## config.mk

```make
export PLATFORM = sky130hd
export DESIGN_NAME = mult_div_unit
export DESIGN_NICKNAME = d
export VERILOG_FILES = /design/src/rtl/mult_div_unit.sv
export SDC_FILE = /design/constraint.sdc
export NUM_CORES = 1
export LEC_CHECK = 0
export BUFFER_PORTS_ARGS = -buffer_cell sky130_fd_sc_hd__buf_2
export CAP_MARGIN = 20
export CORE_MARGIN = 1.5
export CORE_UTILIZATION = 40
export CTS_BUF_LIST = sky130_fd_sc_hd__clkbuf_4 sky130_fd_sc_hd__clkbuf_8
export CTS_CLUSTER_SIZE = 12
export DETAILED_ROUTE_END_ITERATION = 10
export PLACE_DENSITY = 0.65
export SYNTH_ARGS = -nofsm -noshare
export SYNTH_HDL_FRONTEND = slang
export SYNTH_SLANG_ARGS = --single-unit
```

## constraint.sdc

```tcl
create_clock -name clock -period 4.1 [get_ports clock]
set_clock_uncertainty 0.05 [all_clocks]
set_input_delay 0.82 -clock clock [delete_from_list [all_inputs] [get_ports clock]]
set_output_delay 0.82 -clock clock [all_outputs]
set_load 0.02 [all_outputs]
```

## src/rtl/mult_div_unit.sv

```systemverilog
// Iterative multiply/divide unit feeding the HI/LO registers.
// One bit per cycle: shift-add multiply, restoring divide, sign fix on the
// way into DONE. Signed ops work on magnitudes and restore signs at the end.
module mult_div_unit #(
  parameter int WIDTH = 16,
  parameter int CNT_W = 5
) (
  input  logic             clock,
  input  logic             reset,
  input  logic             start,
  input  logic [1:0]       op,
  input  logic [WIDTH-1:0] a,
  input  logic [WIDTH-1:0] b,
  output logic             busy,
  output logic             done,
  output logic [WIDTH-1:0] hi,
  output logic [WIDTH-1:0] lo
);

  typedef enum logic [1:0] {
    S_IDLE = 2'd0,
    S_CALC = 2'd1,
    S_DONE = 2'd2
  } state_t;

  state_t             state_q, state_d;
  logic               is_div_q;
  logic               sign_a_q, sign_b_q;
  logic               div0_q;
  logic [CNT_W-1:0]   cnt_q;
  logic [WIDTH-1:0]   opnd_q;     // multiplicand (mult) or divisor (div)
  logic [2*WIDTH-1:0] acc_q;      // {partial product | remainder, multiplier | dividend/quotient}
  logic [WIDTH-1:0]   hi_q, lo_q;

  logic               op_signed;
  logic [WIDTH-1:0]   abs_a, abs_b;
  logic [WIDTH:0]     mul_sum;
  logic [2*WIDTH-1:0] mul_next;
  logic [WIDTH:0]     div_shift;
  logic [WIDTH+1:0]   div_diff;
  logic               div_ok;
  logic [WIDTH-1:0]   div_rem;
  logic [2*WIDTH-1:0] div_next;
  logic [2*WIDTH-1:0] prod_fix;
  logic [WIDTH-1:0]   quo_fix, rem_fix, a_restored;
  logic [WIDTH-1:0]   res_hi, res_lo;

  // Operand magnitudes and one iteration of each algorithm.
  always_comb begin
    op_signed = ~op[0];
    abs_a     = (op_signed && a[WIDTH-1]) ? -a : a;
    abs_b     = (op_signed && b[WIDTH-1]) ? -b : b;

    mul_sum   = {1'b0, acc_q[2*WIDTH-1:WIDTH]} + (acc_q[0] ? {1'b0, opnd_q} : '0);
    mul_next  = {mul_sum, acc_q[WIDTH-1:1]};

    div_shift = {acc_q[2*WIDTH-1:WIDTH], acc_q[WIDTH-1]};
    div_diff  = {1'b0, div_shift} - {2'b00, opnd_q};
    div_ok    = ~div_diff[WIDTH+1];
    div_rem   = div_ok ? div_diff[WIDTH-1:0] : div_shift[WIDTH-1:0];
    div_next  = {div_rem, acc_q[WIDTH-2:0], div_ok};
  end

  // Final results with signs restored; the signs are zero for unsigned ops.
  always_comb begin
    prod_fix   = (sign_a_q ^ sign_b_q) ? -acc_q : acc_q;
    quo_fix    = (sign_a_q ^ sign_b_q) ? -acc_q[WIDTH-1:0] : acc_q[WIDTH-1:0];
    rem_fix    = sign_a_q ? -acc_q[2*WIDTH-1:WIDTH] : acc_q[2*WIDTH-1:WIDTH];
    // On divide by zero the dividend magnitude is still untouched in acc_q.
    a_restored = sign_a_q ? -acc_q[WIDTH-1:0] : acc_q[WIDTH-1:0];
    if (div0_q) begin
      res_hi = a_restored;
      res_lo = {WIDTH{1'b1}};
    end else if (is_div_q) begin
      res_hi = rem_fix;
      res_lo = quo_fix;
    end else begin
      res_hi = prod_fix[2*WIDTH-1:WIDTH];
      res_lo = prod_fix[WIDTH-1:0];
    end
  end

  // State register.
  always_ff @(posedge clock or posedge reset) begin
    if (reset) state_q <= S_IDLE;
    else       state_q <= state_d;
  end

  // Next-state logic. A divide by zero passes through CALC for one cycle
  // with busy masked, skipping every iteration.
  always_comb begin
    state_d = state_q;
    case (state_q)
      S_IDLE:  if (start) state_d = S_CALC;
      S_CALC:  if (div0_q || cnt_q == '0) state_d = S_DONE;
      S_DONE:  state_d = S_IDLE;
      default: state_d = S_IDLE;
    endcase
  end

  // Operand capture, iteration and HI/LO write-back.
  always_ff @(posedge clock or posedge reset) begin
    if (reset) begin
      is_div_q <= 1'b0;
      sign_a_q <= 1'b0;
      sign_b_q <= 1'b0;
      div0_q   <= 1'b0;
      cnt_q    <= '0;
      opnd_q   <= '0;
      acc_q    <= '0;
      hi_q     <= '0;
      lo_q     <= '0;
    end else begin
      case (state_q)
        S_IDLE: begin
          if (start) begin
            is_div_q <= op[1];
            sign_a_q <= op_signed & a[WIDTH-1];
            sign_b_q <= op_signed & b[WIDTH-1];
            div0_q   <= op[1] & (b == '0);
            cnt_q    <= CNT_W'(WIDTH);
            opnd_q   <= op[1] ? abs_b : abs_a;
            acc_q    <= {{WIDTH{1'b0}}, (op[1] ? abs_a : abs_b)};
          end
        end
        S_CALC: begin
          if (div0_q || cnt_q == '0) begin
            hi_q <= res_hi;
            lo_q <= res_lo;
          end else begin
            acc_q <= is_div_q ? div_next : mul_next;
            cnt_q <= cnt_q - CNT_W'(1);
          end
        end
        default: ;
      endcase
    end
  end

  assign busy = (state_q == S_CALC) && !div0_q;
  assign done = (state_q == S_DONE);
  assign hi   = hi_q;
  assign lo   = lo_q;

endmodule

```

==> impl_summary.md <==
Clock tree
The clock net in this run drives a total of 91 sinks. In this run the clock root is driven by a sky130_fd_sc_hd__clkbuf_8. For this design, the CTS-stage hold fixing added 0 buffers. The post-cts resize count is 0. Clock-pin slew was measured on the worst setup and hold paths at approximately 0.11 ns. The number of buffers inserted during clock tree synthesis is 9. The clock tree from TritonCTS is yes. No sink is reached through more buffers than the 2 on the longest clock path.

For the worst-skew pair, the clock arrives at the later sink with an insertion delay of 0.39 ns. The number of setup buffers added after CTS is 0. In this run the number of H-tree levels came out at 3.

Pwr
Combinational logic burns between 60% and 70% of the power. In this run, the clock network consumes between 8 and 9% of the power. The proportion of power drawn by flip-flops and latches is 23.1%. The worst voltage drop across the vdd grid is 0.281 mV.

The leakage power is 3.76 nW. Summed over all nets, the switching power comes to 4.47 mW. The switching power as a share of total power is 52.6%. The internal power of the cells is 4.03 mW. The power density over the cells is 987 nW/µm².

Timing
Setup violations remaining at the end of the flow were counted as 0. Setup repair after global routing left no endpoint under its margin. The slew at the pin closest to its max-slew limit is 1.10 ns. The worst slew margin relative to its limit is 26.6%. The number of max-slew violations in the final report was 0. The part of the cycle the worst path needs is 76.2%. Subtracting the final worst setup slack from the clock period gives 3.12 ns. The total negative slack for setup checks is 0 ns. Derived from the worst setup path, the maximum achievable clock frequency is 0.320 GHz. The number of hold violations in the final report is 0.

Floorplan
The number of primary I/O pins is 71. The number of rows in the core area is 50. The starting utilization of the core area is 41.2%. From left edge to right edge, the die measures 143 µm.

The die covers between 20000 and 25000 µm². The total core area is 19000 µm². Measured along the y axis, the die boundary spans roughly 140 µm.

Min path
In this run the worst hold path is classified as in2async.

Global route
The number of global-route vias before repair is around 6.7k. For this run, global-route usage on met2 was measured as a little over a third. The met3 global-route usage is 3.19%. The overall fraction of global-route tracks in use is 23.2%. The total overflow left after global routing is 0.

The first-pass GRT wire length is 36900 µm. The routing usage on met1 is roughly a third. The initial antenna violation count was 0. The layer flagged by global routing as most heavily used is met2. Entering global routing, the biggest net connects 40 pins.

Logic synthesis
Sorting the synthesized cells by area gives the leading types as sky130_fd_sc_hd__dfrtp_1, sky130_fd_sc_hd__ha_1, sky130_fd_sc_hd__xor2_1. After synthesis, the netlist uses 85 different library cells. The number of nets handed over by synthesis was 1060. Counting instances in the post-synthesis netlist gives the leading cell types as sky130_fd_sc_hd__nor2_1, sky130_fd_sc_hd__nand2_1, sky130_fd_sc_hd__dfrtp_1, sky130_fd_sc_hd__a21oi_1, sky130_fd_sc_hd__o21ai_0. The largest area contributor in the synthesized netlist is sky130_fd_sc_hd__dfrtp_1.

The synthesized cell area is slightly below 8000 µm². The average instance area after synthesis is 7.95 µm². The number of warnings issued by yosys is 0. Of the post-synthesis cell area, the dominant cell type holds 29.2%. The number of standard cells after synthesis is about 1000. The sequential-to-total area share from yosys stat is 29.2%. The leading register cell type out of synthesis is sky130_fd_sc_hd__dfrtp_1. The count of flip-flops with a built-in enable after synthesis is 0. Counting flops and latches in the post-synthesis netlist gives 91.

The most common cell in the synthesized netlist is sky130_fd_sc_hd__nor2_1. Of all flip-flops after synthesis, the portion carrying an async set or reset was 100%.

Layout
The total inserted antenna cells is 0. The total number of nets in the final design is 1101. From synthesis to final layout, the design area changed by 10.2%. The post-route core utilization is 45.4%.

Of the cells placed in the final design, the portion with a size suffix greater than 1 is between 10% and 20%. The count of fill cells added during filler insertion is 1917.

Routing
The first detailed-routing pass took 6 iterations. For this run, design rule violations remaining after detail routing come to 0. The detailed router placed 7343 vias in this run. The total wirelength of the detailed-routed design is 23100 µm. In this run, the number of DRC markers left after iteration 0 of detailed routing was 710.

In the final routed layout, each cell accounts on average for roughly 18 µm. In this run the remaining antenna-violating nets after routing total 0. The average vias per placed instance is approximately 5.7.

Worst setup path
The worst setup path is of the reg2reg kind. Data arrives at the worst endpoint at 3.37 ns. At the worst endpoint, the required time is 4.35 ns.

The largest fanout on the critical path is 17. The worst setup path is launched from a flop. The worst register-to-register path ends at acc_q[30]. Setup slack on the worst reg-to-reg path comes out at slightly below 1 ns. The number of cells on the worst reg-to-reg path is 10. The reg-to-reg critical path startpoint is acc_q[0]. The worst setup path is captured at a flop.

Placed design
The congestion estimate from routability-driven global placement came to 0.974. In this run the tool buffered the top-level ports with 70 buffer cells. The half-perimeter wire length after placement is between 15000 and 20000 µm.

Flow run
The tool flagged a number of max-cap violations equal to 0.

Status
The flow ran to the end, and the final reports show no timing, DRC or antenna violations.
==> per-layer routing <==
metal  up-vias  part of all wire (%)  wire length, µm
li1       3591                     -                -
met1      3452                    47            10900
met5         -                     0                0
met4         0                   2.1              486
met3        28                   6.2             1440
met2       272                    44            10200
==> cell usage in the layout, fill, tap and decap left out, drive strengths merged, types with 38 or more instances in the layout <==
cell type  synthesis  routed
nand2             99      99
xor2              52      52
a21oi             89      89
xnor2             41      41
ha                38      38
inv               37      41
dfrtp             91      91
nor2             109     109
buf               14      85
o21ai             89      89
==> power by group through the flow <==
| stage | combinational (mW) | clock (mW) | sequential, mW |
|---|---|---|---|
| 2_1_floorplan | 4.41 | 0 | 1.85 |
| 3_3_place_gp | 5.71 | 0 | 1.95 |
| 3_5_place_dp | 5.77 | 0 | 1.97 |
| 4_1_cts | 5.80 | 0.702 | 1.95 |
| 5_1_grt | 6.46 | 0.735 | 2.03 |
| 6_report | 5.84 | 0.690 | 1.97 |
==> final cells by class <==
| class | count | area (µm²) | share of cell area [%] |
|---|---|---|---|
| Tap cell | 260 | 325 | 3.78 |
| Timing Repair Buffer | 85 | 483 | 5.61 |
| Inverter | 39 | 148 | 1.72 |
| Sequential cell | 91 | 2280 | 26.5 |
| Clock buffer | 9 | 124 | 1.44 |
| Multi-Input combinational cell | 798 | 5160 | 60.0 |
| Clock inverter | 7 | 87.6 | 1.02 |
==> per-stage QoR <==
step	instance area (µm²)	std cells	hold WS, ns	worst slack, ns	total power, mW
3_5_place_dp	8370	1272	0.415	1.01	7.73
2_1_floorplan	7810	983	0.400	0.866	6.25
6_report	8610	1289	0.413	0.978	8.50
4_1_cts	8580	1288	0.416	0.962	8.45
3_3_place_gp	8370	1272	0.409	1.15	7.66
5_1_grt	8610	1289	0.449	0.670	9.23
==> worst max path at each step <==
stage,start,endpoint,slack (ns),cells past startpoint
after detailed placement,acc_q[0],acc_q[30],1.01,10
final,acc_q[0],acc_q[30],0.98,10
after global routing,acc_q[0],acc_q[30],0.67,10
after floorplan,reset,acc_q[0],0.87,1
after CTS,acc_q[0],acc_q[30],0.96,10
after global placement,acc_q[15],acc_q[28],1.15,10
==> critical path, cell delays in order, from the launching register on <==
cell and delay [ns]:
sky130_fd_sc_hd__dfrtp_1 0.46, sky130_fd_sc_hd__clkinv_1 0.47, sky130_fd_sc_hd__nor2_1 0.26, sky130_fd_sc_hd__ha_1 0.31
sky130_fd_sc_hd__a21o_1 0.20, sky130_fd_sc_hd__a21oi_1 0.19, sky130_fd_sc_hd__o311a_1 0.23, sky130_fd_sc_hd__o21ai_0 0.15
sky130_fd_sc_hd__o41ai_1 0.33, sky130_fd_sc_hd__xor2_1 0.12, sky130_fd_sc_hd__a211oi_1 0.25
==> sequential cells by signal, indices dropped and copies added, names as in the netlist, 2 cells and up <==
| name | flops |
|---|---|
| hi | 16 |
| acc_q | 32 |
| cnt_q | 5 |
| opnd_q | 16 |
| lo | 16 |
| state_q | 2 |
==> cells by family (layout without fill, tap and decap cells) <==
logic type | Yosys count | after routing | share of synthesized area, %
flip-flops | 91 | 91 | 29.2
adder cells (fa/ha/maj) | 40 | 40 | 6.60
multiplexers | 33 | 33 | 4.31
AO/OA/AOI/OAI | 299 | 299 | 24.4
AND/OR/NAND/NOR | 333 | 333 | 20.3
buffers and inverters | 94 | 140 | 4.79
XOR/XNOR | 93 | 93 | 10.4
No activity file was read; power rests on OpenSTA's default activity.
